File: src/rtl/announce_pkg.sv
// Shared definitions for the digit announcement control path.
package announce_pkg;

    localparam logic [1:0] COLLECT = 2'd0;
    localparam logic [1:0] RESTART = 2'd1;
    localparam logic [1:0] PLAY    = 2'd2;

    localparam logic [3:0] DIGIT_MAX       = 4'd9;
    // Driver clip slot that holds the spoken prompt preceding each digit.
    localparam logic [3:0] PROMPT_CLIP_IDX = 4'd10;

endpackage

File: src/rtl/run_length_detector.sv
// Qualifies the classifier stream: flags a digit seen STABLE_CNT times in a row.
module run_length_detector
    import announce_pkg::*;
#(
    parameter int unsigned STABLE_CNT = 8
) (
    input  logic       clk,
    input  logic       rst,
    input  logic       cls_valid,
    input  logic [3:0] cls_digit,
    input  logic       clear,
    input  logic       freeze,
    output logic       stable,
    output logic [3:0] stable_digit
);

    localparam logic [7:0] CNT_TARGET = 8'(STABLE_CNT);

    logic [3:0] r_last_digit;
    logic [7:0] r_cnt;
    logic [3:0] w_next_last;
    logic [7:0] w_next_cnt;
    logic       w_legal;
    logic       w_sample;

    assign w_legal  = (cls_digit <= DIGIT_MAX);
    assign w_sample = cls_valid && !freeze;

    always_comb begin
        w_next_last = r_last_digit;
        w_next_cnt  = r_cnt;
        if (w_sample) begin
            if (!w_legal) begin
                w_next_cnt = '0;
            end else if (cls_digit == r_last_digit) begin
                w_next_cnt = (r_cnt == CNT_TARGET) ? r_cnt : r_cnt + 8'd1;
            end else begin
                w_next_last = cls_digit;
                w_next_cnt  = 8'd1;
            end
        end
    end

    // A saturated run keeps reporting stable; the caller decides whether it is news.
    assign stable       = w_sample && w_legal && (w_next_cnt == CNT_TARGET);
    assign stable_digit = cls_digit;

    always_ff @(posedge clk) begin
        if (rst) begin
            r_last_digit <= '0;
            r_cnt        <= '0;
        end else begin
            r_last_digit <= w_next_last;
            r_cnt        <= clear ? '0 : w_next_cnt;
        end
    end

endmodule

File: src/rtl/digit_announce_ctrl.sv
// Latches qualified digits and sequences the MP3 player reset / playback window.
module digit_announce_ctrl
    import announce_pkg::*;
#(
    parameter int unsigned STABLE_CNT   = 8,
    parameter int unsigned RST_CYCLES   = 16,
    parameter int unsigned PLAY_TIMEOUT = 12000000,
    parameter int unsigned TIMER_W      = 24
) (
    input  logic       mp3_clk,
    input  logic       rst,
    input  logic       cls_valid,
    input  logic [3:0] cls_digit,
    input  logic       replay_req,
    output logic [3:0] decision,
    output logic       decision_valid,
    output logic       player_rst,
    output logic       busy
);

    localparam logic [7:0]         RST_LAST   = 8'(RST_CYCLES - 1);
    localparam logic [TIMER_W-1:0] TIMER_LAST = TIMER_W'(PLAY_TIMEOUT - 1);

    logic [1:0]         r_state;
    logic [3:0]         r_decision;
    logic               r_decision_valid;
    logic               r_player_rst;
    logic               r_busy;
    logic [7:0]         r_rst_cnt;
    logic [TIMER_W-1:0] r_timer;
    logic               r_replay_q;

    logic               w_stable;
    logic [3:0]         w_stable_digit;
    logic               w_accept;
    logic               w_replay;
    logic               w_freeze;

    assign w_freeze = (r_state != COLLECT);
    assign w_accept = w_stable && (!r_decision_valid || (w_stable_digit != r_decision));
    assign w_replay = replay_req && !r_replay_q && r_decision_valid;

    run_length_detector #(
        .STABLE_CNT(STABLE_CNT)
    ) u_rld (
        .clk         (mp3_clk),
        .rst         (rst),
        .cls_valid   (cls_valid),
        .cls_digit   (cls_digit),
        .clear       (w_accept),
        .freeze      (w_freeze),
        .stable      (w_stable),
        .stable_digit(w_stable_digit)
    );

    always_ff @(posedge mp3_clk) begin
        if (rst) begin
            r_state          <= COLLECT;
            r_decision       <= '0;
            r_decision_valid <= 1'b0;
            r_player_rst     <= 1'b1;
            r_busy           <= 1'b0;
            r_rst_cnt        <= '0;
            r_timer          <= '0;
            r_replay_q       <= 1'b0;
        end else begin
            // Edge history advances in every state so a level held through PLAY is spent.
            r_replay_q <= replay_req;
            case (r_state)
                COLLECT: begin
                    if (w_accept) begin
                        r_decision       <= w_stable_digit;
                        r_decision_valid <= 1'b1;
                        r_busy           <= 1'b1;
                        r_player_rst     <= 1'b1;
                        r_rst_cnt        <= '0;
                        r_state          <= RESTART;
                    end else if (w_replay) begin
                        r_busy       <= 1'b1;
                        r_player_rst <= 1'b1;
                        r_rst_cnt    <= '0;
                        r_state      <= RESTART;
                    end
                end
                RESTART: begin
                    if (r_rst_cnt == RST_LAST) begin
                        r_player_rst <= 1'b0;
                        r_timer      <= '0;
                        r_state      <= PLAY;
                    end else begin
                        r_rst_cnt <= r_rst_cnt + 8'd1;
                    end
                end
                PLAY: begin
                    if (r_timer == TIMER_LAST) begin
                        r_busy  <= 1'b0;
                        r_state <= COLLECT;
                    end else begin
                        r_timer <= r_timer + TIMER_W'(1);
                    end
                end
                default: begin
                    r_state      <= COLLECT;
                    r_player_rst <= 1'b1;
                    r_busy       <= 1'b0;
                end
            endcase
        end
    end

    assign decision       = r_decision;
    assign decision_valid = r_decision_valid;
    assign player_rst     = r_player_rst;
    assign busy           = r_busy;

endmodule
File: config.mk
export PLATFORM = sky130hd
export DESIGN_NAME = digit_announce_ctrl
export DESIGN_NICKNAME = d
export VERILOG_FILES = /design/src/rtl/announce_pkg.sv /design/src/rtl/run_length_detector.sv /design/src/rtl/digit_announce_ctrl.sv
export SDC_FILE = /design/constraint.sdc
export NUM_CORES = 1
export LEC_CHECK = 0
export CAP_MARGIN = 30
export CORE_ASPECT_RATIO = 1.25
export CORE_MARGIN = 2
export CORE_UTILIZATION = 59
export DETAILED_ROUTE_END_ITERATION = 12
export GPL_TIMING_DRIVEN = 1
export PLACE_DENSITY_LB_ADDON = 0.3
export SYNTH_ARGS = -nofsm -noshare
export SYNTH_HDL_FRONTEND = slang
export SYNTH_SLANG_ARGS = --single-unit
File: constraint.sdc
create_clock -name mp3_clk -period 3.2 [get_ports mp3_clk]
set_input_delay 0.32 -clock mp3_clk [delete_from_list [all_inputs] [get_ports mp3_clk]]
set_output_delay 0.32 -clock mp3_clk [all_outputs]
set_load 0.01 [all_outputs]
==> reports/metrics.cfg, run 1 <==
[layout]
fin_nets=366
diodes=0
seqCellArea_mm2=0.00108
fillers=377
area_delta_synth_final_pct=13.7
multi_input_area_mm2=0.00155
drive_gt1_frac=0.0873

[setup_path]
end_kind=flop
reg2reg_from=u_rld.r_cnt[3]
path_max_fanout=14
critPathKind=reg -> reg
r2r_end=r_rst_cnt[5]
crit_required_ns=3.44
crit_arrival_ns=3.18
worstRegToRegCells=9
cp-start-kind=flop
ff2ff_setup_slack_ns=0.26

[cts]
cts_resized=0
clock_sinks=54
cts.clk_slew.worst_paths_ns=0.09
postCtsHoldBufs=0
clockBufferDepth=2
cts_setup_buffers=0
root_buffer=clkbuf_8
cts_tree=built
numCtsBuffers=5
htreeDepth=2
insertion_delay_ns=0.31

[yosys]
synth-seq-cells=54
yosysMostFrequentCell=dfxtp_1
synthesis.nets=341
synth_top_area_frac=0.398
synthTopCellsByArea=dfxtp_1 (40%), nor2_1 (5.7%), xnor2_1 (4.5%), nand2_1 (4.1%), a21oi_1 (3.9%)
synth_cells=329
synth_top_cell_by_area=dfxtp_1
synth_cell_types=48
synth.avg_cell_area_um2=8.25
synth_edf_count=0
synth_ff_type=dfxtp_1
async_reset_ff_frac=0
yosysWarnings=0
synth_seq_area_share=0.398
synth_area_mm2=0.00272
synthTopCellsByCount=dfxtp_1 (54), nor2_1 (41), nand2_1 (30)

[power]
p_clk_frac=0.361
cellLeakagePower_nw=1.02
p_switching_mw=0.267
power_frac_comb=0.058
powerDensity_mw_per_mm2=379
peakVddDrop_v=0.000240
p_int_mw=0.903
switching_share=0.228
pwr-share-seq=0.581

[route]
drt_iter0_drc=187
vias=2451
wl_mm=6.01
vias_per_cell=5.93
ant_nets=0
drc=0
drtPass1Iterations=4
post_drt_wl_per_cell_um=14.5

[global_routing]
grt_max_degree=23
use_met2=0.460
grt_first_pass_wirelength_mm=10.3
use_met3=0.0451
grt_util_met1=0.281
antenna_found_initial=0
grt_overflow=0
busiest_layer=met2
groute.usage.overall=0.254
grt_pass1_vias=2382

[die]
rows=27
initial_utilization=0.614
die_h_um=79.8
die_area_mm2=0.00516
die_x_um=64.7
core_area_mm2=0.00443
top_level_ports=15

[place]
gp_congestion=0.941
hpwl_mm=4.42
port_buffers=14

[run_status]
outcome=complete, no violations

[timing]
final-max-slew-violation-count=0
fin_crit_sh=0.919
slew_headroom=0.439
fin_skew_ns=0.00734
worst_pin_slew_ns=0.841
setup_tns_ns=0
finalCriticalPeriod_ns=2.94
rsz0062_at_grt=no
max_freq_mhz=340
hold_viol=0
holdWs_ns=0.474
setup_viol=0

[min_path]
hold_class=reg -> reg
worstHoldEndpoint=busy
holdCritStartpoint=busy
min_path_cells=2

[job]
cap_violations=0

==> worst max path at each step <==
stage | depth (start not counted) | end | start | slack, ns
final | 9 | r_rst_cnt[5] | u_rld.r_cnt[3] | 0.26
after global placement | 9 | r_rst_cnt[2] | cls_valid | 0.24
after detailed placement | 10 | r_rst_cnt[5] | cls_valid | 0.21
after floorplan | 11 | r_rst_cnt[4] | u_rld.r_cnt[0] | 0.52
after global routing | 11 | r_rst_cnt[5] | u_rld.r_cnt[0] | 0.04
after CTS | 11 | r_rst_cnt[5] | u_rld.r_cnt[0] | 0.27
==> sequential cells by signal, summed over array words and instances, names as in the netlist <==
name and count:
busy 1, decision 4, decision_valid 1, player_rst 1, r_replay_q 1, r_rst_cnt 8, r_state 2, r_timer 24
u_rld.r_cnt 8, u_rld.r_last_digit 4
==> stage by stage <==
stage / util / power, mW / std cells / cell area (um^2) / setup slack, ns
after floorplan: - / 0.733 / 329 / 2720 / 0.521
final: 0.698 / 1.17 / 413 / 3090 / 0.258
after global placement: 0.674 / 0.761 / 405 / 2980 / 0.241
after detailed placement: 0.674 / 0.762 / 405 / 2980 / 0.210
after CTS: 0.698 / 1.18 / 413 / 3090 / 0.273
after global routing: 0.698 / 1.21 / 413 / 3090 / 0.0374
==> cells in the final DEF (no fill, tap or decap), drive strengths merged, types with 4 or more instances in the layout <==
| master | count |
|---|---|
| nor3 | 9 |
| nand2 | 30 |
| clkdlybuf4s50 | 14 |
| nand3 | 20 |
| nand4 | 8 |
| ha | 4 |
| mux2i | 4 |
| nor2b | 8 |
| buf | 13 |
| a21oi | 22 |
| inv | 11 |
| nor2 | 41 |
| o21ai | 17 |
| nand2b | 6 |
| xnor2 | 14 |
| clkbuf | 7 |
| xor2 | 11 |
| or3 | 13 |
| dfxtp | 54 |
| o211ai | 6 |
==> power groups by stage <==
stage / logic, mW / registers (mW) / clock network [mW]
floorplan: 0.0390 / 0.694 / 0
finish: 0.0677 / 0.680 / 0.423
detailed placement: 0.0668 / 0.695 / 0
CTS: 0.0674 / 0.680 / 0.433
global placement: 0.0659 / 0.696 / 0
global route: 0.0746 / 0.681 / 0.458
==> layer usage <==
layer	share of wire	wire, um	vias up
li1	-	-	1218
met1	0.42	2540	1132
met2	0.51	3060	81
met3	0.037	223	20
met4	0.030	183	0
met5	0	0	-
==> kinds of logic after synthesis <==
group           synth area share
compound gates             0.150
fa+ha+maj                 0.0184
buf+inv                   0.0309
simple gates               0.303
mux                       0.0189
xor+xnor                  0.0806
flops                      0.398
==> worst max-delay path, stage by stage (launching register included) <==
cell and delay [ns]:
dfxtp_1 0.49, or4b_1 0.55, or3_1 0.39, a21oi_2 0.20, o211ai_2 0.14, nor4_4 0.31
o31ai_2 0.09, buf_4 0.19, or3_1 0.35, a21oi_1 0.17
==> area by class of cell <==
| type | instances | share of cell area |
|---|---|---|
| multi-input cells | 255 | 0.502 |
| flip-flops and latches | 54 | 0.350 |
| repair buffers | 27 | 0.0770 |
| clock buffers | 7 | 0.0312 |
| well taps | 58 | 0.0235 |
| inverters | 11 | 0.0134 |
| clock inverters | 1 | 0.00284 |
(Power assumes the default switching activity.)
==> run 2: changes to the inputs <==
- CELL_PAD_IN_SITES_DETAIL_PLACEMENT: not set -> 1
- CELL_PAD_IN_SITES_GLOBAL_PLACEMENT: not set -> 2
- CORE_UTILIZATION: 59 -> 39
- SLEW_MARGIN: not set -> 20
- clock period: 3.2 -> 3.7 ns (I/O delays scaled with it)
==> run 2 against run 1 <==
Sequential share of layout area fell by 0.45 points. Clock-buffer cell count is 1 lower. Cell area is 1.3% higher. Via count down 0.45%. Fmax fell by 1.5%. Power down 3.6%. Utilization is 24 points lower. Clock skew is 0.0029 ns higher. Sequential power is 14% lower. Critical path type unchanged.
==> reports/metrics.cfg, run 2 (same netlist as run 1, synthesis figures left out) <==
[layout]
diodes=0  ; unchanged
final_common_cell=dfxtp_1  ; unchanged
drive_gt1_frac=0.0743  ; was 0.0873
largest-register=r_timer  ; unchanged
area_delta_synth_final_pct=15.2  ; was 13.7%
top_regs=r_timer (24), r_rst_cnt (8), u_rld.r_cnt (8)  ; unchanged
fin_nets=361  ; was 366
fin_cells=440  ; was 413
layout_common_cells=dfxtp_1 (54), nor2_1 (41), nand2_1 (30), a21oi_1 (21), nand3_1 (20)  ; unchanged
final_area_mm2=0.00313  ; was 0.00309 mm^2
largest_register_ffs=24  ; unchanged

[place]
pre_cts_ws_ns=0.397  ; was 0.210 ns
port_buffers=14  ; unchanged
gp_congestion=0.799  ; was 0.941
post_dp_cell_area_mm2=0.00299  ; was 0.00298 mm^2
place_inst=432  ; was 405
hpwl_mm=5.18  ; was 4.42 mm

[die]
die_area_mm2=0.00765  ; was 0.00516 mm^2
core_area_mm2=0.00685  ; was 0.00443 mm^2
die_x_um=78.6  ; was 64.7 um
top_level_ports=15  ; unchanged
initial_utilization=0.396  ; was 0.614
die_h_um=97.3  ; was 79.8 um
rows=34  ; was 27

[min_path]
hold_class=reg -> reg  ; unchanged

[setup_path]
endpoint=r_rst_cnt[5]  ; unchanged
critPathKind=reg -> reg  ; unchanged
ff2ff_setup_slack_ns=0.71  ; was 0.26 ns
path_cells=or4b_1 -> or3_1 -> a21oi_2 -> o211ai_2 -> nor4_4 -> o31ai_2 -> buf_4 -> or3_1 -> a21oi_1  ; unchanged
r2r_end=r_rst_cnt[5]  ; unchanged
crit_required_ns=3.94  ; was 3.44 ns
cp-start-kind=flop  ; unchanged
critPathMaxStageDelay_ns=0.56  ; was 0.55 ns
cp_top_family=simple AND/OR/NAND/NOR gates  ; unchanged
crit_arrival_ns=3.23  ; was 3.18 ns
worstRegToRegCells=9  ; unchanged
crit_buf_inv=1  ; unchanged
path_common_cell=or3_1  ; unchanged
crit_path_top_delay_cell=or4b_1  ; unchanged
cp_num_cells=9  ; unchanged
reg2reg_from=u_rld.r_cnt[3]  ; unchanged
crit_start=u_rld.r_cnt[3]  ; unchanged
path_max_fanout=14  ; unchanged
end_kind=flop  ; unchanged

[cts]
cts_tree=built  ; unchanged
cts.clk_slew.worst_paths_ns=0.10  ; was 0.09 ns
postCtsHoldBufs=0  ; unchanged
insertion_delay_ns=0.31  ; about the same
clockBufferDepth=2  ; unchanged
htreeDepth=2  ; unchanged
cts_resized=0  ; unchanged
root_buffer=clkbuf_8  ; unchanged
clock_sinks=54  ; unchanged
cts_setup_buffers=0  ; unchanged
numCtsBuffers=5  ; unchanged

[route]
ant_nets=0  ; unchanged
drtPass1Iterations=4  ; unchanged
drc=0  ; unchanged
drt_iter0_drc=64  ; was 187
wl_mm=6.81  ; was 6.01 mm
vias=2440  ; was 2451
vias_per_cell=5.55  ; was 5.93
post_drt_wl_per_cell_um=15.5  ; was 14.5 um

[global_routing]
grt_first_pass_wirelength_mm=12.1  ; was 10.3 mm
grt_max_degree=23  ; unchanged
grt_overflow=0  ; unchanged
antenna_found_initial=0  ; unchanged
groute.usage.overall=0.195  ; was 0.254
grt_pass1_vias=2535  ; was 2382

[timing]
final-max-slew-violation-count=0  ; unchanged
setup_slack_ns=0.713  ; was 0.258 ns
rsz0062_at_grt=no  ; unchanged
finalCriticalPeriod_ns=2.99  ; was 2.94 ns
max_freq_mhz=335  ; was 340 MHz
slew_headroom=0.444  ; was 0.439
fin_crit_sh=0.807  ; was 0.919
worst_pin_slew_ns=0.834  ; was 0.841 ns
setup_viol=0  ; unchanged
setup_tns_ns=0  ; unchanged
fin_skew_ns=0.0102  ; was 0.00734 ns
hold_viol=0  ; unchanged

[job]
cap_violations=0  ; unchanged

[power]
powerDensity_mw_per_mm2=361  ; was 379 mW/mm^2
cellLeakagePower_nw=1.02  ; about the same
power_mw=1.13  ; was 1.17 mW
peakVddDrop_v=0.000159  ; was 0.000240 V

[run_status]
outcome=complete, no violations  ; unchanged

-- run 2: changes by cell type in the layout (fill, tap and decap cells not counted), sizes merged --
cell    delta
clkbuf     -1
bufinv     +2
buf        -5
clkinv     -1
-- run 2: how the worst min path moves through the flow --
stage | slack [ns] | startpoint | cells after the start | endpoint
final | 0.48 | busy | 2 | busy
after global routing | 0.52 | busy | 2 | busy
after CTS | 0.48 | busy | 2 | busy
after detailed placement | 0.47 | busy | 2 | busy
after global placement | 0.47 | busy | 2 | busy
after floorplan | 0.45 | u_rld.r_last_digit[2] | 2 | u_rld.r_last_digit[2]
-- run 2: worst min-delay path, cell delays in order (launching register included) --
cell and delay, ns:
dfxtp_1 0.33, nand2_1 0.05, a21oi_1 0.06
-- run 2: metal layers --
| layer | wire [um] | global-route usage | vias to the layer above |
|---|---|---|---|
| met5 | 0 | 0 | - |
| met4 | 174 | 0.0769 | 0 |
| met3 | 120 | 0.0279 | 15 |
| met2 | 3460 | 0.339 | 30 |
| met1 | 3050 | 0.240 | 1194 |
| li1 | - | - | 1201 |
-- run 2: final cells by class --
| class | instances | area, um^2 |
|---|---|---|
| Clock buffer | 6 | 82.6 |
| Multi-Input combinational cell | 255 | 1550 |
| Sequential cell | 54 | 1080 |
| Timing Repair Buffer | 22 | 200 |
| Inverter | 11 | 41.3 |
| Clock inverter | 2 | 60.1 |
| Tap cell | 90 | 113 |
| Fill cell | 841 | 3720 |
-- run 2: where the power goes --
| part | leakage, nW | switching [mW] | total [mW] | internal (mW) |
|---|---|---|---|---|
| registers | 0.436 | 0.00372 | 0.588 | 0.585 |
| logic | 0.512 | 0.0351 | 0.0580 | 0.0229 |
| clock network | 0.0714 | 0.194 | 0.482 | 0.289 |
| total | 1.02 | 0.232 | 1.13 | 0.896 |
-- run 2: stage by stage --
step / hold slack, ns / utilization
floorplan: 0.449 / -
global placement: 0.467 / 0.436
detailed placement: 0.470 / 0.436
CTS: 0.485 / 0.457
global route: 0.516 / 0.457
finish: 0.482 / 0.457
==> run 3: changes to the inputs <==
- CORE_UTILIZATION: 39 -> 32
- clock period: 3.7 -> 2.7 ns (I/O delays scaled with it)
==> run 3 against run 2 <==
The flow now finishes with violations (negative setup slack). Cell area rose by 9.2%. First-iteration DRC count fell by 14%. Non-clock buffer count rose by 37. Routed wire length rose by 8.8%. Clock skew rose by 0.0014 ns. Die area rose by 21%. Setup slack got worse by 0.77 ns. Clock-buffer cell count did not move. Clock power barely moved. Sequential power rose by 37%. Critical path type unchanged. Critical endpoint is now r_rst_cnt[7]. Largest cell class unchanged. Largest power group unchanged.
==> reports/metrics.cfg, run 3 (same netlist as run 1, synthesis figures left out) <==
[layout]
largest-register=r_timer  ; unchanged
top_regs=r_timer (24), r_rst_cnt (8), u_rld.r_cnt (8)  ; unchanged
fin_cells=484  ; was 440
drive_gt1_frac=0.183  ; was 0.0743
utilization=0.414  ; was 0.457
layout_common_cells=dfxtp_1 (53), buf_4 (43), nor2_1 (41), nand2_1 (30)  ; was dfxtp_1 (54), nor2_1 (41), nand2_1 (30), a21oi_1 (21), nand3_1 (20)
fin_nets=398  ; was 361
area_delta_synth_final_pct=25.8  ; was 15.2%
final_common_cell=dfxtp_1  ; unchanged
diodes=0  ; unchanged
largest_register_ffs=24  ; unchanged

[timing]
finalCriticalPeriod_ns=2.76  ; was 2.99 ns
setup_viol=6  ; was 0
setup_slack_ns=-0.0607  ; was 0.713 ns
max_freq_mhz=362  ; was 335 MHz
final-max-slew-violation-count=0  ; unchanged
hold_viol=0  ; unchanged
slew_headroom=0.646  ; was 0.444
rsz0062_at_grt=yes  ; was no
fin_skew_ns=0.0116  ; was 0.0102 ns
worst_pin_slew_ns=0.529  ; was 0.834 ns
fin_crit_sh=1.02  ; was 0.807
setup_tns_ns=-0.177  ; was 0 ns
holdWs_ns=0.477  ; was 0.482 ns

[cts]
clockBufferDepth=2  ; unchanged
numCtsBuffers=5  ; unchanged
cts.clk_slew.worst_paths_ns=0.10  ; about the same
clock_sinks=54  ; unchanged
cts_tree=built  ; unchanged
insertion_delay_ns=0.31  ; about the same
htreeDepth=2  ; unchanged
postCtsHoldBufs=0  ; unchanged
root_buffer=clkbuf_8  ; unchanged

[route]
drtPass1Iterations=4  ; unchanged
drc=0  ; unchanged
ant_nets=0  ; unchanged
post_drt_wl_per_cell_um=15.3  ; was 15.5 um
vias_per_cell=5.22  ; was 5.55
wl_mm=7.41  ; was 6.81 mm
vias=2527  ; was 2440
drt_iter0_drc=55  ; was 64

[place]
hpwl_mm=5.64  ; was 5.18 mm
port_buffers=14  ; unchanged
gp_congestion=0.782  ; was 0.799
place_inst=469  ; was 432

[setup_path]
critPathKind=reg -> reg  ; unchanged
critPathMaxStageDelay_ns=0.57  ; was 0.56 ns
crit_required_ns=2.94  ; was 3.94 ns
path_max_fanout=6  ; was 14
cp-start-kind=flop  ; unchanged
ff2ff_setup_slack_ns=-0.06  ; was 0.71 ns
end_kind=flop  ; unchanged
crit_path_top_delay_cell=or4b_4  ; was or4b_1
path_cells=or4b_4 -> or3_1 -> a21oi_2 -> o211ai_2 -> nor4_4 -> o31ai_4 -> buf_6 -> or3_1 -> a21oi_2  ; was or4b_1 -> or3_1 -> a21oi_2 -> o211ai_2 -> nor4_4 -> o31ai_2 -> buf_4 -> or3_1 -> a21oi_1
crit_arrival_ns=3.00  ; was 3.23 ns

[job]
cap_violations=0  ; unchanged

[global_routing]
antenna_found_initial=0  ; unchanged
grt_max_degree=27  ; was 23
grt_pass1_vias=2717  ; was 2535
grt_overflow=0  ; unchanged
grt_first_pass_wirelength_mm=12.6  ; was 12.1 mm
groute.usage.overall=0.169  ; was 0.195

[die]
initial_utilization=0.329  ; was 0.396
rows=37  ; was 34
core_area_mm2=0.00824  ; was 0.00685 mm^2
die_x_um=86.4  ; was 78.6 um
die_h_um=107  ; was 97.3 um
die_area_mm2=0.00924  ; was 0.00765 mm^2
top_level_ports=15  ; unchanged

[power]
cellLeakagePower_nw=1.19  ; was 1.02 nW
powerDensity_mw_per_mm2=408  ; was 361 mW/mm^2
peakVddDrop_v=0.000176  ; was 0.000159 V

[run_status]
violations=negative setup slack
outcome=finished with violations  ; was complete, no violations

[min_path]
hold_class=reg -> reg  ; unchanged

==> run 3: area by class of cell <==
type | count | area (um^2)
clock inverter | 2 | 12.5
sequential | 54 | 1080
timing repair buffer | 59 | 479
tap | 97 | 121
inverter | 11 | 41.3
multi-input combinational | 255 | 1600
clock buffer | 6 | 82.6
fill | 998 | 4830
==> run 3: metal layers <==
layer | GRT usage | up-vias | share of wire
met5 | 0 | - | 0
met4 | 0.0513 | 0 | 0.011
met3 | 0.0285 | 7 | 0.018
met2 | 0.329 | 21 | 0.55
met1 | 0.182 | 1223 | 0.42
li1 | - | 1276 | -
==> run 3: path summary, 6_finish.rpt <==
kind	from	end	depth (start not counted)
min reg2reg	u_rld.r_last_digit[3]	u_rld.r_last_digit[3]	2
max	u_rld.r_cnt[2]	r_rst_cnt[7]	9
min	u_rld.r_last_digit[3]	u_rld.r_last_digit[3]	2
max reg2reg	u_rld.r_cnt[2]	r_rst_cnt[7]	9
==> run 3: repair_timing <==
action | in CTS | in global routing
setup buffers | 5 | 2
gates resized for setup | 4 | 10
endpoints found under the setup margin | 6 | 13
cloned | 0 | 1
pin swaps | 4 | 12
==> run 3: critical path: cells and delay by family, from the launching register on <==
family	cells	cell delay, ns
AND/OR/NAND/NOR	4	1.67
AO/OA/AOI/OAI	4	0.54
buffers and inverters	1	0.16
flip-flops	1	0.32
==> run 3: report_power, final <==
part	leakage, nW	internal [mW]	switching [mW]	total (mW)
sequential	0.436	0.801	0.00297	0.804
combinational	0.708	0.0512	0.0546	0.106
clock	0.0472	0.207	0.275	0.482
==> run 3: stage by stage <==
stage                     instance area (um^2)  setup WS [ns]  power, mW
after floorplan                           2720         0.0213      0.869
after global routing                      3410         -0.169       1.46
after CTS                                 3370       -0.00739       1.42
after global placement                    3220         -0.108      0.923
after detailed placement                  3220         -0.153      0.925
final                                     3410        -0.0607       1.39
